==> config.mk <==
export PLATFORM = sky130hd
export DESIGN_NAME = fnd_scan_ctrl
export DESIGN_NICKNAME = d
export VERILOG_FILES = /design/src/rtl/fnd_pkg.sv /design/src/rtl/fnd_hex_decoder.sv /design/src/rtl/fnd_scan_ctrl.sv
export SDC_FILE = /design/constraint.sdc
export NUM_CORES = 1
export LEC_CHECK = 0
export ABC_AREA = 1
export BUFFER_PORTS_ARGS = -buffer_cell sky130_fd_sc_hd__buf_2
export CAP_MARGIN = 15
export CORE_ASPECT_RATIO = 1.1
export CORE_UTILIZATION = 40
export DETAILED_ROUTE_END_ITERATION = 12
export PLACE_DENSITY_LB_ADDON = 0.25
export SKIP_LAST_GASP = 1
export SYNTH_ARGS = -nofsm -noshare
export SYNTH_HDL_FRONTEND = slang
export SYNTH_HIERARCHICAL = 1
export SYNTH_SLANG_ARGS = --single-unit
export TNS_END_PERCENT = 100
==> constraint.sdc <==
create_clock -name clock_50m -period 2.1 [get_ports clock_50m]
set_input_delay 0.21 -clock clock_50m [delete_from_list [all_inputs] [get_ports clock_50m]]
set_output_delay 0.21 -clock clock_50m [all_outputs]
set_load 0.02 [all_outputs]
==> src/rtl/fnd_pkg.sv <==
`default_nettype none
// ============================================================================
// Module   : fnd_pkg
// Purpose  : Segment encodings, idle drive levels and scan FSM state codes
//            shared by the FND scan controller and the keypad echo logic.
// Revision : 1.0 - initial release
// ============================================================================
package fnd_pkg;

    // Active-high segment patterns, bit order g..a
    localparam logic [6:0] SEG_HEX_0 = 7'h3F;
    localparam logic [6:0] SEG_HEX_1 = 7'h06;
    localparam logic [6:0] SEG_HEX_2 = 7'h5B;
    localparam logic [6:0] SEG_HEX_3 = 7'h4F;
    localparam logic [6:0] SEG_HEX_4 = 7'h66;
    localparam logic [6:0] SEG_HEX_5 = 7'h6D;
    localparam logic [6:0] SEG_HEX_6 = 7'h7D;
    localparam logic [6:0] SEG_HEX_7 = 7'h07;
    localparam logic [6:0] SEG_HEX_8 = 7'h7F;
    localparam logic [6:0] SEG_HEX_9 = 7'h6F;
    localparam logic [6:0] SEG_HEX_A = 7'h77;
    localparam logic [6:0] SEG_HEX_B = 7'h7C;
    localparam logic [6:0] SEG_HEX_C = 7'h39;
    localparam logic [6:0] SEG_HEX_D = 7'h5E;
    localparam logic [6:0] SEG_HEX_E = 7'h79;
    localparam logic [6:0] SEG_HEX_F = 7'h71;

    localparam logic [7:0] SEG_OFF = 8'h00;
    // Sized for the widest supported bank; users slice the low NUM_DIGITS bits
    localparam logic [7:0] COM_OFF = 8'hFF;

    localparam logic [0:0] ST_SHOW  = 1'b0;
    localparam logic [0:0] ST_BLANK = 1'b1;

endpackage : fnd_pkg
`default_nettype wire

==> src/rtl/fnd_hex_decoder.sv <==
`default_nettype none
// ============================================================================
// Module   : fnd_hex_decoder
// Purpose  : Combinational 4-bit hex nibble to 7-segment (g..a) decoder.
// Revision : 1.0 - initial release
// ============================================================================
module fnd_hex_decoder
    import fnd_pkg::*;
(
    input  logic [3:0] hex,
    output logic [6:0] seg7
);

    always_comb begin
        seg7 = SEG_HEX_0;
        case (hex)
            4'h0: seg7 = SEG_HEX_0;
            4'h1: seg7 = SEG_HEX_1;
            4'h2: seg7 = SEG_HEX_2;
            4'h3: seg7 = SEG_HEX_3;
            4'h4: seg7 = SEG_HEX_4;
            4'h5: seg7 = SEG_HEX_5;
            4'h6: seg7 = SEG_HEX_6;
            4'h7: seg7 = SEG_HEX_7;
            4'h8: seg7 = SEG_HEX_8;
            4'h9: seg7 = SEG_HEX_9;
            4'hA: seg7 = SEG_HEX_A;
            4'hB: seg7 = SEG_HEX_B;
            4'hC: seg7 = SEG_HEX_C;
            4'hD: seg7 = SEG_HEX_D;
            4'hE: seg7 = SEG_HEX_E;
            4'hF: seg7 = SEG_HEX_F;
        endcase
    end

endmodule : fnd_hex_decoder
`default_nettype wire

==> src/rtl/fnd_scan_ctrl.sv <==
`default_nettype none
// ============================================================================
// Module   : fnd_scan_ctrl
// Purpose  : Time-multiplexed 7-segment scan controller with blanking gap
//            and frame-aligned double-buffered display data.
// Revision : 1.0 - initial release
// ============================================================================
module fnd_scan_ctrl
    import fnd_pkg::*;
#(
    parameter int NUM_DIGITS   = 6,
    parameter int TICK_DIV     = 131072,
    parameter int BLANK_CYCLES = 64
) (
    input  logic                          clock_50m,
    input  logic                          rst,
    input  logic [4*NUM_DIGITS-1:0]       digits_in,
    input  logic [NUM_DIGITS-1:0]         dp_in,
    input  logic [NUM_DIGITS-1:0]         blank_in,
    input  logic                          load_en,
    output logic [7:0]                    seg,
    output logic [NUM_DIGITS-1:0]         com,
    output logic [$clog2(NUM_DIGITS)-1:0] digit_idx,
    output logic                          frame_done
);

    localparam int c_IDX_W  = $clog2(NUM_DIGITS);
    localparam int c_PH_MAX = (TICK_DIV > BLANK_CYCLES) ? TICK_DIV : BLANK_CYCLES;
    localparam int c_PH_W   = $clog2(c_PH_MAX);
    localparam bit c_HAS_BLANK = (BLANK_CYCLES > 0);

    localparam logic [c_PH_W-1:0]     c_TICK_LAST  = c_PH_W'(TICK_DIV - 1);
    localparam logic [c_PH_W-1:0]     c_BLANK_LAST = c_PH_W'((BLANK_CYCLES > 0) ? BLANK_CYCLES - 1 : 0);
    localparam logic [c_PH_W-1:0]     c_PH_ONE     = c_PH_W'(1);
    localparam logic [c_IDX_W-1:0]    c_IDX_LAST   = c_IDX_W'(NUM_DIGITS - 1);
    localparam logic [c_IDX_W-1:0]    c_IDX_ONE    = c_IDX_W'(1);
    localparam logic [NUM_DIGITS-1:0] c_COM_IDLE   = COM_OFF[NUM_DIGITS-1:0];
    localparam logic [NUM_DIGITS-1:0] c_COM_ONE    = NUM_DIGITS'(1);

    logic [0:0]         r_state, w_state_nxt;
    logic [c_PH_W-1:0]  r_phase, w_phase_nxt;
    logic [c_IDX_W-1:0] r_idx,   w_idx_nxt;
    logic               w_slot_end;
    logic               w_frame_end;

    logic [4*NUM_DIGITS-1:0] r_act_dig,   r_pend_dig;
    logic [NUM_DIGITS-1:0]   r_act_dp,    r_pend_dp;
    logic [NUM_DIGITS-1:0]   r_act_blank, r_pend_blank;
    logic                    r_pend_valid;

    logic [3:0]            w_act_nib [NUM_DIGITS];
    logic [6:0]            w_seg7;
    logic                  w_lit;
    logic [7:0]            w_seg_nxt, r_seg;
    logic [NUM_DIGITS-1:0] w_com_nxt, r_com;

    // ------------------------------------------------------------------
    // Scan FSM: state register
    // ------------------------------------------------------------------
    always_ff @(posedge clock_50m) begin
        if (rst) begin
            r_state <= ST_SHOW;
            r_phase <= '0;
            r_idx   <= '0;
        end else begin
            r_state <= w_state_nxt;
            r_phase <= w_phase_nxt;
            r_idx   <= w_idx_nxt;
        end
    end

    // ------------------------------------------------------------------
    // Scan FSM: next state; with no blanking a slot ends on the SHOW tick
    // ------------------------------------------------------------------
    always_comb begin
        w_state_nxt = r_state;
        w_phase_nxt = r_phase + c_PH_ONE;
        w_idx_nxt   = r_idx;
        w_slot_end  = 1'b0;
        case (r_state)
            ST_SHOW: begin
                if (r_phase == c_TICK_LAST) begin
                    w_phase_nxt = '0;
                    if (c_HAS_BLANK) w_state_nxt = ST_BLANK;
                    else             w_slot_end  = 1'b1;
                end
            end
            ST_BLANK: begin
                if (r_phase == c_BLANK_LAST) begin
                    w_phase_nxt = '0;
                    w_state_nxt = ST_SHOW;
                    w_slot_end  = 1'b1;
                end
            end
            default: begin
                w_state_nxt = ST_SHOW;
                w_phase_nxt = '0;
            end
        endcase
        if (w_slot_end) w_idx_nxt = (r_idx == c_IDX_LAST) ? '0 : r_idx + c_IDX_ONE;
        w_frame_end = w_slot_end && (r_idx == c_IDX_LAST);
    end

    // ------------------------------------------------------------------
    // Display buffers: active only changes on the frame-boundary cycle
    // ------------------------------------------------------------------
    always_ff @(posedge clock_50m) begin
        if (rst) begin
            r_act_dig    <= '0;
            r_act_dp     <= '0;
            r_act_blank  <= '1;
            r_pend_dig   <= '0;
            r_pend_dp    <= '0;
            r_pend_blank <= '1;
            r_pend_valid <= 1'b0;
        end else if (load_en && w_frame_end) begin
            r_act_dig    <= digits_in;
            r_act_dp     <= dp_in;
            r_act_blank  <= blank_in;
            r_pend_valid <= 1'b0;
        end else begin
            if (w_frame_end && r_pend_valid) begin
                r_act_dig    <= r_pend_dig;
                r_act_dp     <= r_pend_dp;
                r_act_blank  <= r_pend_blank;
                r_pend_valid <= 1'b0;
            end
            if (load_en) begin
                r_pend_dig   <= digits_in;
                r_pend_dp    <= dp_in;
                r_pend_blank <= blank_in;
                r_pend_valid <= 1'b1;
            end
        end
    end

    generate
        for (genvar gi = 0; gi < NUM_DIGITS; gi++) begin : g_unpack
            assign w_act_nib[gi] = r_act_dig[gi*4 +: 4];
        end
    endgenerate

    fnd_hex_decoder u_hex_decoder (
        .hex  (w_act_nib[r_idx]),
        .seg7 (w_seg7)
    );

    // ------------------------------------------------------------------
    // Scan FSM: output decode, registered below for glitch-free pins
    // ------------------------------------------------------------------
    always_comb begin
        w_lit     = (r_state == ST_SHOW) && !r_act_blank[r_idx];
        w_com_nxt = c_COM_IDLE;
        w_seg_nxt = SEG_OFF;
        if (w_lit) begin
            w_com_nxt = ~(c_COM_ONE << r_idx);
            w_seg_nxt = {r_act_dp[r_idx], w_seg7};
        end
    end

    always_ff @(posedge clock_50m) begin
        if (rst) begin
            r_seg <= SEG_OFF;
            r_com <= c_COM_IDLE;
        end else begin
            r_seg <= w_seg_nxt;
            r_com <= w_com_nxt;
        end
    end

    assign seg        = r_seg;
    assign com        = r_com;
    assign digit_idx  = r_idx;
    assign frame_done = w_frame_end;

endmodule : fnd_scan_ctrl
`default_nettype wire
## Word level (Yosys, flattened, before mapping)

Memory sizes are Yosys's and may differ from the RTL's. A register that Yosys moved wholly into a read port is not among the register bits.
Index checks and enable logic that the tools add are counted.
W data, S select, Z words.

- Word-level logic and storage cells: 60
- Memory bits (read-only): 112
- RAM bits: 0
- Register bits after elaboration: 108
- Memories: 1
- Latch bits: 0
- Bits of input ports: 39

- Shifts and indexed selects: 1
- Equality and inequality tests: 3
- $add $sub $neg: 2
- Bitwise gates (word level): 5
- Multiply operators: 0
- Reductions and logical operators: 10
- Order comparisons: 2
- Div/mod/pow operators: 0
- Muxes and demuxes: 24

Memories:

| name | depth | width | rd ports | clocked after memory_dff | wr ports | line | RTL |
|---|---|---|---|---|---|---|---|
| (name not given) | 16 | 7 | 1 | 1 | 0 | fnd_hex_decoder.sv:16 | `case (hex)` |

Operators by type and width:

| operator | count |
|---|---|
| $mux W24 | 2 |
| $mux W17 | 2 |
| $pmux W17 S2 | 1 |
| $mux W6 | 4 |
| $add A17 B1 Y17 const B | 1 |
| $eq A17 B17 Y1 const B | 1 |
| $eq A17 B6 Y1 const B | 1 |
| $bmux W4 S3 | 1 |
| $mux W4 | 2 |
| $mux W1 | 7 |
| $bmux W1 S3 | 2 |
| $not A6 Y6 | 1 |
| $shl A1 B3 Y6 const A | 1 |
| $ge A4 B4 Y1 const B | 1 |
| $logic_and A1 B1 Y1 | 4 |
| $lt A3 B4 Y1 const B | 1 |
| $not A3 Y4 | 1 |
| $pmux W1 S2 | 2 |
| $reduce_bool A2 Y1 | 2 |
| $reduce_or A2 Y1 | 2 |
| $add A3 B1 Y3 const B | 1 |
| $eq A3 B3 Y1 const B | 1 |
| $mux W3 | 1 |
| $not A1 Y1 | 3 |
| 2 further kinds | 2 |

## Depth between registers and ports, before layout

- Depth after elaboration: 7
- Gate-level depth with buffers: 14

## Modules after synthesis

Netlist, hierarchy kept.

By module, submodules not included:

| module | area each (um^2) | times used | cells each |
|---|---|---|---|
| fnd_scan_ctrl | 4664.5 | 1 | 618 |
| fnd_hex_decoder | 270.3 | 1 | 52 |

## Least setup slack after synthesis

Ideal clock, no wire load.

- Path type: reg-to-reg
- Start point: register r_idx[0] (netlist: digit_idx[0])
- End point: register r_seg[3] (netlist: seg[3])
- Data arrival time: 2.126 ns
- Clock period less this slack: 2.243 ns
- Stages on the path, launching flop included: 13
- Slack: -0.143 ns
- Buffers on the path: 0
- Cells stage by stage: dfxtp_1 -> inv_1 -> nor2_1 -> a221oi_1 -> a41oi_1 -> inv_1 -> ha_1 -> nand2_1 -> o21ai_0 -> nand2_1 -> nand2_1 -> inv_1 -> nor2_1

- Longest elaborated chain between the ends: 6
- Elaborated cells between the ends (all ways): 10
- Those cells by class: mux: 5; bitwise: 2; reduce/logical: 3

Ends and longest elaborated chain:

| what | line | RTL |
|---|---|---|
| from (decl) | fnd_scan_ctrl.sv:42 | `logic [c_IDX_W-1:0] r_idx, w_idx_nxt;` |
| from (signal assigned) | fnd_scan_ctrl.sv:68 | `r_idx <= w_idx_nxt;` |
| $bmux W1 S3 | fnd_scan_ctrl.sv:152 | `w_lit = (r_state == ST_SHOW) && !r_act_blank[r_idx];` |
| $mux W1 (implied by the code) | fnd_scan_ctrl.sv:152 |  |
| $logic_not A1 Y1 | fnd_scan_ctrl.sv:152 |  |
| $logic_and A1 B1 Y1 | fnd_scan_ctrl.sv:152 |  |
| $not A1 Y1 (no source line) | n/a |  |
| $reduce_or A2 Y1 (no source line) | n/a |  |
| to (decl) | fnd_scan_ctrl.sv:54 | `logic [7:0] w_seg_nxt, r_seg;` |

Parallel ways exist; a longest one is shown, timed or not. The select of a mux whose other input is x is not followed.
A chain may end at the register's enable or synchronous reset.

## Worst setup path in the final report

- Start point: register r_phase[0]
- End point: output port frame_done

- Longest elaborated chain between the ends: 4

Ends and longest elaborated chain:

| what | line | RTL |
|---|---|---|
| from (decl) | fnd_scan_ctrl.sv:41 | `logic [c_PH_W-1:0] r_phase, w_phase_nxt;` |
| from (signal assigned) | fnd_scan_ctrl.sv:67 | `r_phase <= w_phase_nxt;` |
| $eq A17 B6 Y1 | fnd_scan_ctrl.sv:89 | `if (r_phase == c_BLANK_LAST) begin` |
| $mux W1 | fnd_scan_ctrl.sv:89 |  |
| $pmux W1 S2 | fnd_scan_ctrl.sv:80 | `case (r_state)` |
| $logic_and A1 B1 Y1 | fnd_scan_ctrl.sv:101 | `w_frame_end = w_slot_end && (r_idx == c_IDX_LAST);` |
| to (decl) | fnd_scan_ctrl.sv:24 | `output logic frame_done` |

No other way between the ends.

==> flow_summary.yaml <==
run_status:
  outcome: "finished clean"
placed_design:
  dp_hpwl_mm: 7.58
  gp_congestion: 0.825
  portBuffers: 56
  placed_area_mm2: 0.00545
  placed_cells: 863
die:
  core_area_mm2: 0.0120
  start_util: 0.410
  row_count: 42
  die_y_um: 118
  io_pins: 57
  dieArea_mm2: 0.0128
  die_w_um: 108
synthesis:
  yosys_warnings: 6
  yosysUniqueCellTypes: 35
  yosysTopAreaCell: "dfxtp_1"
  async_reset_ff_frac: 0
  post_synth.cell_area_avg_um2: 7.37
  netlist_instances: 670
  ys_ff_latch: 108
  netlist_area_mm2: 0.00493
  ys_seq_area_frac: 0.438
  synth-main-ff-cell: "dfxtp_1"
  synth-edff-count: 0
  synth_nets: 719
  yosys-top-cells-area: "dfxtp_1 (44%), nand2_1 (9.1%), nor2_1 (7.8%)"
  synth_top_area_frac: 0.438
clocking:
  clk_latency_ns: 0.35
  cts_hold_buf: 0
  path_clk_slew_ns: 0.07
  htree_levels: 3
  cts_buffer_depth: 2
  cts_tree: "done"
  cts.sinks: 108
  cts_buffers: 9
  cts-root-buf: "clkbuf_16"
min_path:
  hold_path_class: "primary input to register"
timing:
  clock_skew_ns: 0.00808
  finalCriticalPeriod_ns: 2.00
  slew_headroom: 0.573
  post-route-period-util: 0.954
  final_max_slew_viol_count: 0
  setup_violations: 0
  worstMarginPinSlew_ns: 0.640
  clock.fmax_mhz: 499
  hold_viol: 0
drt:
  drt_iter0_drc: 245
  route.vias.total: 4379
  viasPerCell: 4.98
  wl_mm: 11.1
  wl_per_cell_um: 12.6
  ant_nets: 0
  dr.pass1.iters: 4
  drc: 0
power:
  power_density_mw_per_mm2: 732
  finalPower_mw: 4.27
  ir_drop_mv: 0.554
  leakagePower_nw: 2.48
layout:
  fin_cells: 880
  final_area_mm2: 0.00584
  drive_above_1_share: 0.204
  fillers: 1216
  diodes: 0
  area_growth_pct: 18.3
  utilization: 0.485
  nNetsFinal: 770
critical_path:
  cp.arrival_ns: 1.79
  required_ns: 1.89
  startpoint_type: "register"
  path_max_fanout: 13
  worstSetupEndpointType: "primary output"
  critical_path_class: "register to primary output"
global_routing:
  antenna_found_initial: 0
  grtUsageTotal: 0.187
  grt_max_degree: 67
  grt_pass1_vias: 4076
  overflow: 0
  grt_pass1_wl_mm: 19.0
job:
  maxCapViolations: 0
[synthesized netlist by cell type, types with 2 or more instances]
cell / number
nand2_2: 4
ha_1: 10
o21ai_0: 62
nor2_1: 102
nor2_4: 2
dfxtp_1: 108
a21oi_1: 48
nor3b_1: 2
clkbuf_1: 17
o21bai_1: 30
a22oi_1: 9
xor2_1: 4
or2_2: 30
inv_2: 3
o21ai_1: 16
nand2_1: 119
nor3_1: 9
buf_2: 14
buf_1: 2
nand3_1: 25
nand4_1: 3
buf_4: 2
inv_1: 37
[cell type report]
type / instances / area [µm²] / area share
Sequential cell: 108 / 2170 / 0.371
Clock inverter: 5 / 83.8 / 0.0144
Tap cell: 154 / 193 / 0.0330
Inverter: 41 / 154 / 0.0264
Multi-Input combinational cell: 485 / 2500 / 0.429
Clock buffer: 11 / 253 / 0.0433
Timing Repair Buffer: 76 / 487 / 0.0834
[layer usage]
metal | share of wire | track usage | vias to the layer above
met3 | 0.031 | 0.0331 | 15
met1 | 0.50 | 0.262 | 1996
met2 | 0.45 | 0.284 | 67
li1 | - | - | 2301
met5 | 0 | 0 | -
met4 | 0.018 | 0.0736 | 0
[worst max-delay path, cell delays in order (launching register included)]
cell and delay [ns]:
dfxtp_2 0.34, ha_2 0.20, nand3_2 0.11, nor2_4 0.10
buf_4 0.15, nand4_4 0.14, inv_2 0.11, buf_6 0.14
buf_4 0.15
[kinds of logic (layout without fill, tap and decap cells)]
group                    Yosys count  count (layout)  synth area share
XOR/XNOR                           5               5           0.00887
AND/OR/NAND/NOR                  299             299             0.265
buffers and inverters             77             133            0.0652
AO/OA/AOI/OAI                    171             171             0.198
flip-flops                       108             108             0.438
adder cells (fa/ha/maj)           10              10            0.0254
[sequential cells by signal (all words and copies together) (netlist names), 3 cells and up]
name and cells:
com 6, digit_idx 3, r_act_blank 6, r_act_dig 24
r_act_dp 6, r_pend_blank 6, r_pend_dig 24, r_pend_dp 6
r_phase 17, seg 8
[power by group]
part	switching, mW	total (mW)	leakage (nW)	internal (mW)
sequential	0.0246	2.13	0.882	2.10
combinational	0.151	0.277	1.44	0.125
clock	0.756	1.87	0.158	1.11
[path summary, 6_finish.rpt]
check	startpoint	endpoint	slack, ns	cells after the start
worst max register to register	r_phase[7]$_SDFF_PP0_	r_phase[4]$_SDFF_PP0_	0.15	11
worst min register to register	r_phase[0]$_SDFF_PP0_	r_phase[0]$_SDFF_PP0_	0.42	1
worst min-delay path	blank_in[4]	r_pend_blank[4]$_SDFFE_PP1P_	0.08	3
worst max-delay path	r_phase[0]$_SDFF_PP0_	frame_done	0.1	8
[per-stage QoR]
step | setup WS (ns) | hold WS [ns] | TNS (ns)
after floorplan | 0.0525 | 0.323 | 0
after global placement | 0.101 | 0.422 | 0
after detailed placement | 0.0676 | 0.430 | 0
after CTS | 0.00716 | 0.0642 | 0
after global routing | -0.00675 | 0.0773 | -0.0113
final | 0.0972 | 0.0751 | 0
[cells in the final DEF (no fill, tap or decap), types with 2 or more instances in the layout]
cell and instances:
a21oi_1 48, a22oi_1 9, buf_12 4, buf_2 55
buf_4 16, bufinv_16 2, clkbuf_16 9, clkbuf_8 2
clkinvlp_4 2, dfxtp_1 105, dfxtp_2 3, ha_1 9
inv_1 36, inv_2 4, nand2_1 119, nand2_2 4
nand3_1 24, nand3_2 2, nand4_1 3, nor2_1 98
nor2_2 2, nor2_4 5, nor3_1 7, nor3_2 2
nor3b_1 2, o21ai_0 62, o21ai_1 16, o21bai_1 30
or2_2 30, xor2_1 4
[repair_timing]
item,CTS,global route
endpoints found under the setup margin,1,27
resized for setup,4,8
buffers inserted,0,1
gates cloned,0,0
pin swaps,0,0
Power figures use the tool's default switching activity.
